===== src/rtl/sram_mem_responder.sv =====
// Memory-stage responder: splits each 32-bit load/store into two 16-bit
// accesses (low half, then high half) on an external single-port SRAM.
module sram_mem_responder #(
  parameter int unsigned ADDR_BASE   = 1024,
  parameter int unsigned WAIT_CYCLES = 2
) (
  input  logic        clk,
  input  logic        rst,
  input  logic        mem_read,
  input  logic        mem_write,
  input  logic [31:0] address,
  input  logic [31:0] write_data,
  output logic [31:0] read_data,
  output logic        ready,
  output logic [17:0] sram_addr,
  output logic [15:0] sram_dq_out,
  output logic        sram_dq_oe,
  input  logic [15:0] sram_dq_in,
  output logic        sram_we_n
);

  typedef enum logic [1:0] {
    ST_IDLE,
    ST_LOW,
    ST_HIGH,
    ST_DONE
  } state_e;

  localparam logic [3:0]  CNT_LAST = 4'(WAIT_CYCLES);
  localparam logic [31:0] BASE     = 32'(ADDR_BASE);

  state_e      state_q, state_d;
  logic [3:0]  cnt_q, cnt_d;
  logic        write_q, write_d;
  logic [15:0] low_half_q, low_half_d;
  logic [31:0] read_data_q, read_data_d;
  logic [17:0] sram_addr_q, sram_addr_d;
  logic [15:0] sram_dq_out_q, sram_dq_out_d;
  logic        sram_dq_oe_q, sram_dq_oe_d;
  logic        sram_we_n_q, sram_we_n_d;

  logic        req;
  logic [16:0] word;

  assign req  = mem_read | mem_write;
  // Out-of-range addresses wrap: the cast keeps only the low 17 word bits.
  assign word = 17'((address - BASE) >> 2);

  // NOTE: every variable gets its hold value first so no path leaves it
  // unassigned; otherwise synthesis would infer a latch.
  always_comb begin
    state_d       = state_q;
    cnt_d         = cnt_q;
    write_d       = write_q;
    low_half_d    = low_half_q;
    read_data_d   = read_data_q;
    sram_addr_d   = sram_addr_q;
    sram_dq_out_d = sram_dq_out_q;
    sram_dq_oe_d  = sram_dq_oe_q;
    sram_we_n_d   = sram_we_n_q;

    unique case (state_q)
      ST_IDLE: begin
        if (req) begin
          state_d     = ST_LOW;
          cnt_d       = '0;
          write_d     = mem_write;
          sram_addr_d = {word, 1'b0};
          if (mem_write) begin
            sram_dq_out_d = write_data[15:0];
            sram_dq_oe_d  = 1'b1;
            sram_we_n_d   = 1'b0;
          end
        end
      end
      ST_LOW: begin
        if (cnt_q == CNT_LAST) begin
          state_d     = ST_HIGH;
          cnt_d       = '0;
          sram_addr_d = {word, 1'b1};
          if (write_q) sram_dq_out_d = write_data[31:16];
          else         low_half_d    = sram_dq_in;
        end else begin
          cnt_d = cnt_q + 4'd1;
        end
      end
      ST_HIGH: begin
        if (cnt_q == CNT_LAST) begin
          state_d      = ST_DONE;
          sram_dq_oe_d = 1'b0;
          sram_we_n_d  = 1'b1;
          if (!write_q) read_data_d = {sram_dq_in, low_half_q};
        end else begin
          cnt_d = cnt_q + 4'd1;
        end
      end
      ST_DONE: state_d = ST_IDLE;
      default: state_d = ST_IDLE;
    endcase
  end

  // NOTE: sequential state uses non-blocking assignments so every flop
  // samples pre-edge values regardless of statement order.
  always_ff @(posedge clk or posedge rst) begin
    if (rst) begin
      state_q       <= ST_IDLE;
      cnt_q         <= '0;
      write_q       <= 1'b0;
      low_half_q    <= '0;
      read_data_q   <= '0;
      sram_addr_q   <= '0;
      sram_dq_out_q <= '0;
      sram_dq_oe_q  <= 1'b0;
      sram_we_n_q   <= 1'b1;
    end else begin
      state_q       <= state_d;
      cnt_q         <= cnt_d;
      write_q       <= write_d;
      low_half_q    <= low_half_d;
      read_data_q   <= read_data_d;
      sram_addr_q   <= sram_addr_d;
      sram_dq_out_q <= sram_dq_out_d;
      sram_dq_oe_q  <= sram_dq_oe_d;
      sram_we_n_q   <= sram_we_n_d;
    end
  end

  // Freeze the pipeline from the request cycle until the DONE cycle.
  assign ready       = ((state_q == ST_IDLE) && !req) || (state_q == ST_DONE);
  assign read_data   = read_data_q;
  assign sram_addr   = sram_addr_q;
  assign sram_dq_out = sram_dq_out_q;
  assign sram_dq_oe  = sram_dq_oe_q;
  assign sram_we_n   = sram_we_n_q;

endmodule


===== config.mk =====
export PLATFORM = sky130hd
export DESIGN_NAME = sram_mem_responder
export DESIGN_NICKNAME = d
export VERILOG_FILES = /design/src/rtl/sram_mem_responder.sv
export SDC_FILE = /design/constraint.sdc
export NUM_CORES = 1
export LEC_CHECK = 0
export CORE_MARGIN = 2
export CORE_UTILIZATION = 47
export DETAILED_ROUTE_END_ITERATION = 7
export PLACE_DENSITY = 0.95
export SYNTH_ARGS = -nofsm -noshare
export SYNTH_HDL_FRONTEND = slang
export SYNTH_SLANG_ARGS = --single-unit

===== constraint.sdc =====
create_clock -name clk -period 4.8 [get_ports clk]
set_input_delay 0.96 -clock clk [delete_from_list [all_inputs] [get_ports clk]]
set_output_delay 0.96 -clock clk [all_outputs]
set_load 0.01 [all_outputs]

==> results, run 1 <==
- The detail route stage leaves a number of antenna-violating nets equal to 0.
- The share of cells above drive strength 1 is 0.184.
- The die covers 0.00901 mm^2.
- The biggest area contributor in the post-synthesis netlist is sky130_fd_sc_hd__dfrtp_1.
- The cell area that synthesis handed to floorplanning was 0.00389 mm^2.
- For this design, the sink count on the clock tree is 91.
- The synthesized net count is 393.
- The synthesized design contains 91 register bits.
- The floorplan has 33 rows.
- The critical setup path kind is in2out.
- The launching element type of the critical path is an input pin.
- The power per cell area is 637 mW/mm^2.
- For this run, design rule violations remaining after detail routing come to 0.
- The all-layer global routing usage is 0.203.
- The worst pin sits at a relative slew slack of 0.171.
- The number of standard cells after synthesis is 302.
- Once the clock tree was built, the setup fixing pass inserted 0 buffers.
- The sequential fraction of the synthesis area is 0.586.
- Compared with the post-synthesis result, the final layout area differs by 42.6%.
- The die is 94.9 um wide.
- The library cells used most frequently in the layout, excluding fill and tap cells, are sky130_fd_sc_hd__clkdlybuf4s50_1 (137), sky130_fd_sc_hd__dfrtp_1 (90), sky130_fd_sc_hd__mux2_2 (52).
- The tree is rooted in a sky130_fd_sc_hd__clkbuf_8.
- The worst-path maximum fanout is 6.
- The clock slew seen by the registers of the worst setup and hold paths is 0.10 ns.
- The pin count of the biggest net entering global routing is 66.
- The total clock buffers created by CTS is 9.
- The synthesized netlist contains 38 unique library cells.
- The later pin in the worst-skew pair is clocked with a latency of 0.36 ns.
- The startpoint of the worst setup timing path is mem_write.
- The minimum clock period is 3.68 ns.
- Setup repair after global routing left no endpoint under its margin.
- For this block, the routed nets add up to 8660 um of wire.
- The critical path ends at ready.
- Of the total synthesized cell area, the portion taken by AND, OR, NAND and NOR gates is 0.0727.
- In the final design database the tool counted 531 nets.
- STA puts the critical path data required time at 3.84 ns.
- The y dimension of the die is 94.9 um.
- The worst register-to-register path ends at sram_dq_out[13].
- The number of slew-limit violations in the final report is 0.
- The cell count of the worst reg-to-reg path is 6.
- For this run, the number of Yosys warnings is 0.
- The flow ran to the end, and the final reports show no timing, DRC or antenna violations.
- Dividing the detail-routed wire length by the instance count gives 15.7 um.
- For this configuration, the core starts out at a cell density of 0.478.
- The number of fill cells is 578.
- For this design, the CTS-stage hold fixing added 0 buffers.
- The share of synthesized area spent on multiplexers is 0.214.
- In this run, post-CTS repair resized a total of 0 instances.
- 0 antenna diodes ended up in the layout.
- The count of placed standard cells in the final layout, fillers left out is 550.
- At the placement stage, the worst setup path has a slack of 1.14 ns.
- For the final routed database, the setup TNS stands at 0 ns.
- IR analysis of the VDD net gives a maximum drop of 414 uV.
- The arrival time of data at the critical path endpoint is 2.72 ns.
- Max-cap violations in this run came to 0.
- The period utilization is 0.767.
- The clock arrives with 0.0162 ns of skew.
- Of the total synthesized cell area, the portion taken by XOR and XNOR cells is 0.0135.
- The number of failing hold endpoints at the final stage came to 0.
- Summed over all cells, the static leakage comes to 0.00229 uW.
- The adder and majority cell fraction of the synthesized area is 0.0225.
- The worst hold path belongs to the class reg2reg.
- The via count of the first global-routing pass is 2929.
- After synthesis, the cell types taking the most area are sky130_fd_sc_hd__dfrtp_1 (58%), sky130_fd_sc_hd__mux2_2 (15%), sky130_fd_sc_hd__mux2i_1 (4.6%), sky130_fd_sc_hd__a21oi_1 (3.5%), sky130_fd_sc_hd__nor2_1 (3.3%).
- The sum of internal, switching and leakage power is 3530 uW.
- The CTS H-tree depth is 3.
- The share of synthesized area in the top cell type comes to 0.579.
- The first-pass iteration count of the detailed router is 4.
- The number of placed instances, taps included, is 534.
- The detailed placer's ending HPWL is 6510 um.
- The launching point of the worst reg2reg path is state_q[1].
- The most common cell after layout, fill and taps aside is sky130_fd_sc_hd__clkdlybuf4s50_1.
- A synthesized cell averages 12.9 um^2.
- The number of endpoints failing setup at the final stage is 0.
- Routability-driven placement finished with a final weighted congestion of 0.838.
- Global routing finished with a remaining overflow of 0.
- After the first detailed-routing iteration, the DRC count stood at 59.
- The compound-cell area share of the yosys netlist is 0.0637.
- The floorplan step defined a core boundary enclosing 0.00813 mm^2.
- The setup slack of the critical path after layout is 1.12 ns.
- At the pin with the least slew margin, the transition time is 1.24 ns.
- The utilization after layout is 0.682.
- The combinational family with the most area after synthesis is multiplexers.
- The TritonCTS clock tree is built.
- The count of input and output buffers is 137.
- The routed layout has 2784 vias.
- No sink is reached through more buffers than the 2 on the longest clock path.
- The boundary pin count is 153.
- The number of antenna violations at the first check in global routing is 0.
- The wire length of the first global-routing pass is 14000 um.
- The number of vias per cell after detailed routing is 5.06.
- STA classifies the critical path endpoint as an output port.
- Timing would allow up to 272 MHz.
- Across all register-to-register paths, the minimum setup slack is 2.38 ns.
cell usage after synthesis:
cell type	instances
sky130_fd_sc_hd__or3b_4	1
sky130_fd_sc_hd__clkbuf_1	3
sky130_fd_sc_hd__o22ai_1	1
sky130_fd_sc_hd__a211oi_4	1
sky130_fd_sc_hd__buf_6	1
sky130_fd_sc_hd__o21ba_2	1
sky130_fd_sc_hd__nor2_2	1
sky130_fd_sc_hd__buf_4	1
sky130_fd_sc_hd__dfrtp_1	90
sky130_fd_sc_hd__mux2i_1	18
sky130_fd_sc_hd__nor2b_1	1
sky130_fd_sc_hd__o31ai_1	2
sky130_fd_sc_hd__a21oi_1	27
sky130_fd_sc_hd__a2bb2oi_1	1
sky130_fd_sc_hd__buf_2	9
sky130_fd_sc_hd__nor4_1	1
sky130_fd_sc_hd__nor3b_2	1
sky130_fd_sc_hd__nand2b_1	3
sky130_fd_sc_hd__or3_4	1
sky130_fd_sc_hd__o21ai_0	6
sky130_fd_sc_hd__mux2_2	52
sky130_fd_sc_hd__or4_1	1
sky130_fd_sc_hd__nor3b_1	2
sky130_fd_sc_hd__nand3_1	2
sky130_fd_sc_hd__nand2_1	7
sky130_fd_sc_hd__a22oi_1	1
sky130_fd_sc_hd__inv_1	8
sky130_fd_sc_hd__mux2_1	6
sky130_fd_sc_hd__nor2_1	34
sky130_fd_sc_hd__a31oi_1	1
sky130_fd_sc_hd__a22o_1	1
sky130_fd_sc_hd__xor2_1	2
sky130_fd_sc_hd__nand4bb_1	1
sky130_fd_sc_hd__or2_0	1
sky130_fd_sc_hd__xnor2_1	4
sky130_fd_sc_hd__ha_1	7
sky130_fd_sc_hd__nand2_2	1
sky130_fd_sc_hd__dfstp_2	1
cells by family (layout without fill, tap and decap cells):
group           after synthesis  count (layout)
flops                        91              91
compound gates               42              42
xor+xnor                      6               6
buf+inv                      22             165
mux                          76              76
fa+ha+maj                     7               7
simple gates                 58              58
flip-flops by register name, summed over array words and instances (netlist names):
signal,flops
cnt_q,4
low_half_q,16
read_data,32
sram_addr,18
sram_dq_oe,1
sram_dq_out,16
sram_we_n,1
state_q,2
write_q,1
critical path, stage by stage:
cell                              delay (ns)
sky130_fd_sc_hd__clkdlybuf4s50_1        0.51
sky130_fd_sc_hd__nor3b_2                0.37
sky130_fd_sc_hd__or2_0                  0.29
sky130_fd_sc_hd__clkdlybuf4s50_1        0.58
stage by stage:
step                      instance area [um^2]  hold slack (ns)
after floorplan                           3890            0.475
after global placement                    5350            0.470
after detailed placement                  5350            0.478
after CTS                                 5540            0.502
after global routing                      5540            0.516
final                                     5540            0.496
area by class of cell:
| class | instances | area, um^2 | area share |
|---|---|---|---|
| clock inverter | 7 | 68.8 | 0.0124 |
| sequential | 91 | 2280 | 0.411 |
| tap | 105 | 131 | 0.0237 |
| timing repair buffer | 141 | 1400 | 0.253 |
| clock buffer | 9 | 124 | 0.0223 |
| multi-input combinational | 189 | 1510 | 0.272 |
| inverter | 8 | 31.3 | 0.00564 |
per-layer routing:
| metal | vias to the layer above | share of wire | global-route usage |
|---|---|---|---|
| met5 | - | 0 | 0 |
| met1 | 1385 | 0.40 | 0.242 |
| li1 | 1321 | - | - |
| met2 | 63 | 0.54 | 0.362 |
| met4 | 0 | 0.024 | 0.0845 |
| met3 | 15 | 0.032 | 0.0319 |
report_power, final:
group	switching [uW]	leakage, uW	internal (uW)
combinational	735	0.00115	959
sequential	199	0.00105	1140
clock	295	0.0000911	201
how the worst min path moves through the flow:
stage                  start      endpoint  slack [ns]  depth (start not counted)
6_report        sram_addr[4]  sram_addr[4]        0.50                          1
5_1_grt         sram_addr[1]  sram_addr[1]        0.52                          1
2_1_floorplan  low_half_q[0]  read_data[0]        0.47                          1
3_5_place_dp    sram_addr[1]  sram_addr[1]        0.48                          1
3_3_place_gp    sram_addr[5]  sram_addr[5]        0.47                          1
4_1_cts         sram_addr[1]  sram_addr[1]        0.50                          1
No activity file was read; power rests on OpenSTA's default activity.
==> run 2: changes to the inputs <==
CORE_UTILIZATION = 44   (was 47)
PLACE_DENSITY = 0.92   (was 0.95)
clock period = 3.5 ns   (was 4.8 ns; I/O delays follow)
==> run 2 against run 1 <==
Sequential power grew 37%. Clock skew decreased by 0.0012 ns. Utilization down 3.5 points. Total power up 38%. Critical endpoint unchanged. Die area up 6.5%. Global-route usage fell by 3.1 points. Count of clock-buffer cells in the layout unchanged. Highest routed layer unchanged. Final cell count rose by 0.73%. Clock power rose by 49%. Flip-flop and latch count is the same. Largest power group unchanged.
==> results, run 2 (synthesis gave the netlist of run 1 again) <==
- The achievable frequency is 312 MHz.
- Of the cells placed in the final design, the portion with a size suffix greater than 1 is 0.186.
- The arrival time of data at the critical path endpoint is 2.51 ns.
- The number of vias per cell after detailed routing is 4.99.
- Summed over all failing endpoints, the final setup total negative slack is 0 ns.
- The worst setup slack before clock tree synthesis is 0.336 ns.
- Setup repair after global routing left no endpoint under its margin.
- The clock arrives with 0.0150 ns of skew.
- After the last flow step, the layout net total stands at 532.
- The number of placed cells counting well taps is 538.
- The routed wire length per instance is 15.0 um.
- The layer flagged by global routing as most heavily used is met2.
- The final layout contains routed wiring with a total length of 8320 um.
- Buffers placed on the I/O ports in this run total 137.
- The clock slew seen by the registers of the worst setup and hold paths is 0.10 ns.
- Detailed placement ended at an HPWL of 6140 um.
- The number of setup buffers added after CTS is 0.
- The clock reaches the later pin of the worst-skew pair after 0.35 ns.
- The flow ran to the end, and the final reports show no timing, DRC or antenna violations.
- The launching element type of the critical path is a flop.
- The wire length of the first global-routing pass is 13300 um.
- The remaining routing DRC violations is 0.
- The min-delay analysis places its worst path in the category reg2reg.
- Detailed routing inserted a total of 2765 vias.
- In this run, post-CTS repair resized a total of 0 instances.
- For this configuration, the core starts out at a cell density of 0.450.
- Entering global routing, the biggest net connects 58 pins.
- In the layout the commonest cells are sky130_fd_sc_hd__clkdlybuf4s50_1 (137), sky130_fd_sc_hd__dfrtp_1 (90), sky130_fd_sc_hd__mux2_2 (52).
- The count of max-cap constraint violations is 0.
- The number of failing hold endpoints at the final stage is 0.
- The fraction of met3 tracks used by global routing is 0.0551.
- The power per cell area is 872 mW/mm^2.
- The minimum clock period is 3.21 ns.
- The initial DRC count is 52.
- The total clock buffers created by CTS is 9.
- During I/O placement, the number of pins put on the boundary was 153.
- The overall die width is 98.0 um.
- TritonCTS built the clock tree.
- The worst-path maximum fanout is 10.
- The number of flip-flops under the largest register name is 32.
- The layout has 657 filler cells.
- The number of endpoints failing setup at the final stage is 0.
- Headroom to the max-slew limit came out at 0.580.
- The initialized floorplan defines 34 standard-cell rows.
- The period utilization is 0.917.
- The number of routed nets with antenna violations is 0.
- For this run, the total global-route usage over all layers was measured as 0.172.
- The first detailed-routing pass took 4 iterations.
- The weighted congestion reported at the end of routability-driven placement is 0.868.
- The most common cell after layout, fill and taps aside is sky130_fd_sc_hd__clkdlybuf4s50_1.
- In this run the deepest clock path goes through 2 buffers.
- The die covers 0.00960 mm^2.
- For the pin with the worst max-slew slack, the measured transition is 0.629 ns.
- The CTS H-tree depth is 3.
- The overflow left after global routing is 0.
- The number of antenna violations at the first check in global routing came to 0.
- The worst setup path is captured at an output port.
- The y dimension of the die is 98.0 um.
- In the global route stage, met2 resource usage came out at 0.302.
- Hold repair after CTS inserted 0 buffers.
- The clock root buffer is sky130_fd_sc_hd__clkbuf_8.
- The region available for standard cell placement spans 0.00864 mm^2.
- The maximum resistive drop on vdd is 446 uV.
- The via count of the first global-routing pass was 2875.
- The setup slack of the critical path after layout is 0.291 ns.
- For met1 alone, demand over resource in global routing was 0.200.
- For this design the static power due to leakage is 0.00231 uW.
- The number of slew-limit violations in the final report came to 0.
- After the flow finishes, the layout carries non-filler instances totaling 554.
- The antenna diode count is 0.
- The clock sink count is 91.
- STA puts the critical path data required time at 2.80 ns.
- From synthesis to final layout, the design area changed by 43.5%.
- The critical path is of the reg2out type.
## run 2: cell types whose count changed in the layout (fill, tap and decap cells not counted)
cell / previous run / this run
sky130_fd_sc_hd__inv_6: 2 / 5
sky130_fd_sc_hd__clkinv_4: 1 / 0
sky130_fd_sc_hd__clkinv_8: 1 / 0
sky130_fd_sc_hd__bufinv_16: 0 / 1
sky130_fd_sc_hd__buf_12: 0 / 1
sky130_fd_sc_hd__clkinvlp_4: 2 / 1
sky130_fd_sc_hd__inv_8: 1 / 0
## run 2: per-stage QoR
stage / utilization / instance area (um^2) / hold slack, ns / power (uW)
floorplan: - / 3890 / 0.475 / 3060
global placement: 0.622 / 5380 / 0.469 / 4060
detailed placement: 0.622 / 5380 / 0.474 / 4180
CTS: 0.646 / 5580 / 0.497 / 4930
global route: 0.646 / 5580 / 0.512 / 5190
finish: 0.646 / 5580 / 0.495 / 4870
## run 2: routing by layer
| metal | wire (um) | vias up |
|---|---|---|
| li1 | - | 1327 |
| met1 | 3330 | 1326 |
| met2 | 4240 | 98 |
| met3 | 616 | 14 |
| met4 | 136 | 0 |
| met5 | 0 | - |
## run 2: power by group
group / internal (uW) / switching (uW) / leakage, uW
Sequential: 1570 / 264 / 0.00105
Clock: 343 / 393 / 0.000102
Combinational: 1320 / 978 / 0.00116
## run 2: worst max-delay path: stages, from the launching register on
cell and delay [ns]:
sky130_fd_sc_hd__dfrtp_1 0.42, sky130_fd_sc_hd__inv_1 0.10, sky130_fd_sc_hd__ha_1 0.33, sky130_fd_sc_hd__nor3b_2 0.40, sky130_fd_sc_hd__or2_0 0.31, sky130_fd_sc_hd__clkdlybuf4s50_1 0.60
## run 2: final cells by class
type / count / area [um^2] / area share
clock buffer: 9 / 124 / 0.0222
multi-input combinational: 189 / 1510 / 0.270
tap: 108 / 135 / 0.0242
clock inverter: 7 / 81.3 / 0.0146
timing repair buffer: 142 / 1420 / 0.255
sequential: 91 / 2280 / 0.408
inverter: 8 / 31.3 / 0.00561
## run 2: worst paths after layout
check / start / endpoint / slack [ns] / depth (start not counted)
max in group asynchronous: rst / sram_dq_out[1] / 2.06 / 3
worst min register to register: sram_addr[4] / sram_addr[4] / 0.49 / 1
worst max register to register: cnt_q[0] / sram_addr[16] / 1.20 / 7
worst max-delay path: state_q[1] / ready / 0.29 / 5
worst min-delay path: sram_addr[4] / sram_addr[4] / 0.49 / 1
min in group asynchronous: rst / sram_addr[8] / 0.75 / 2
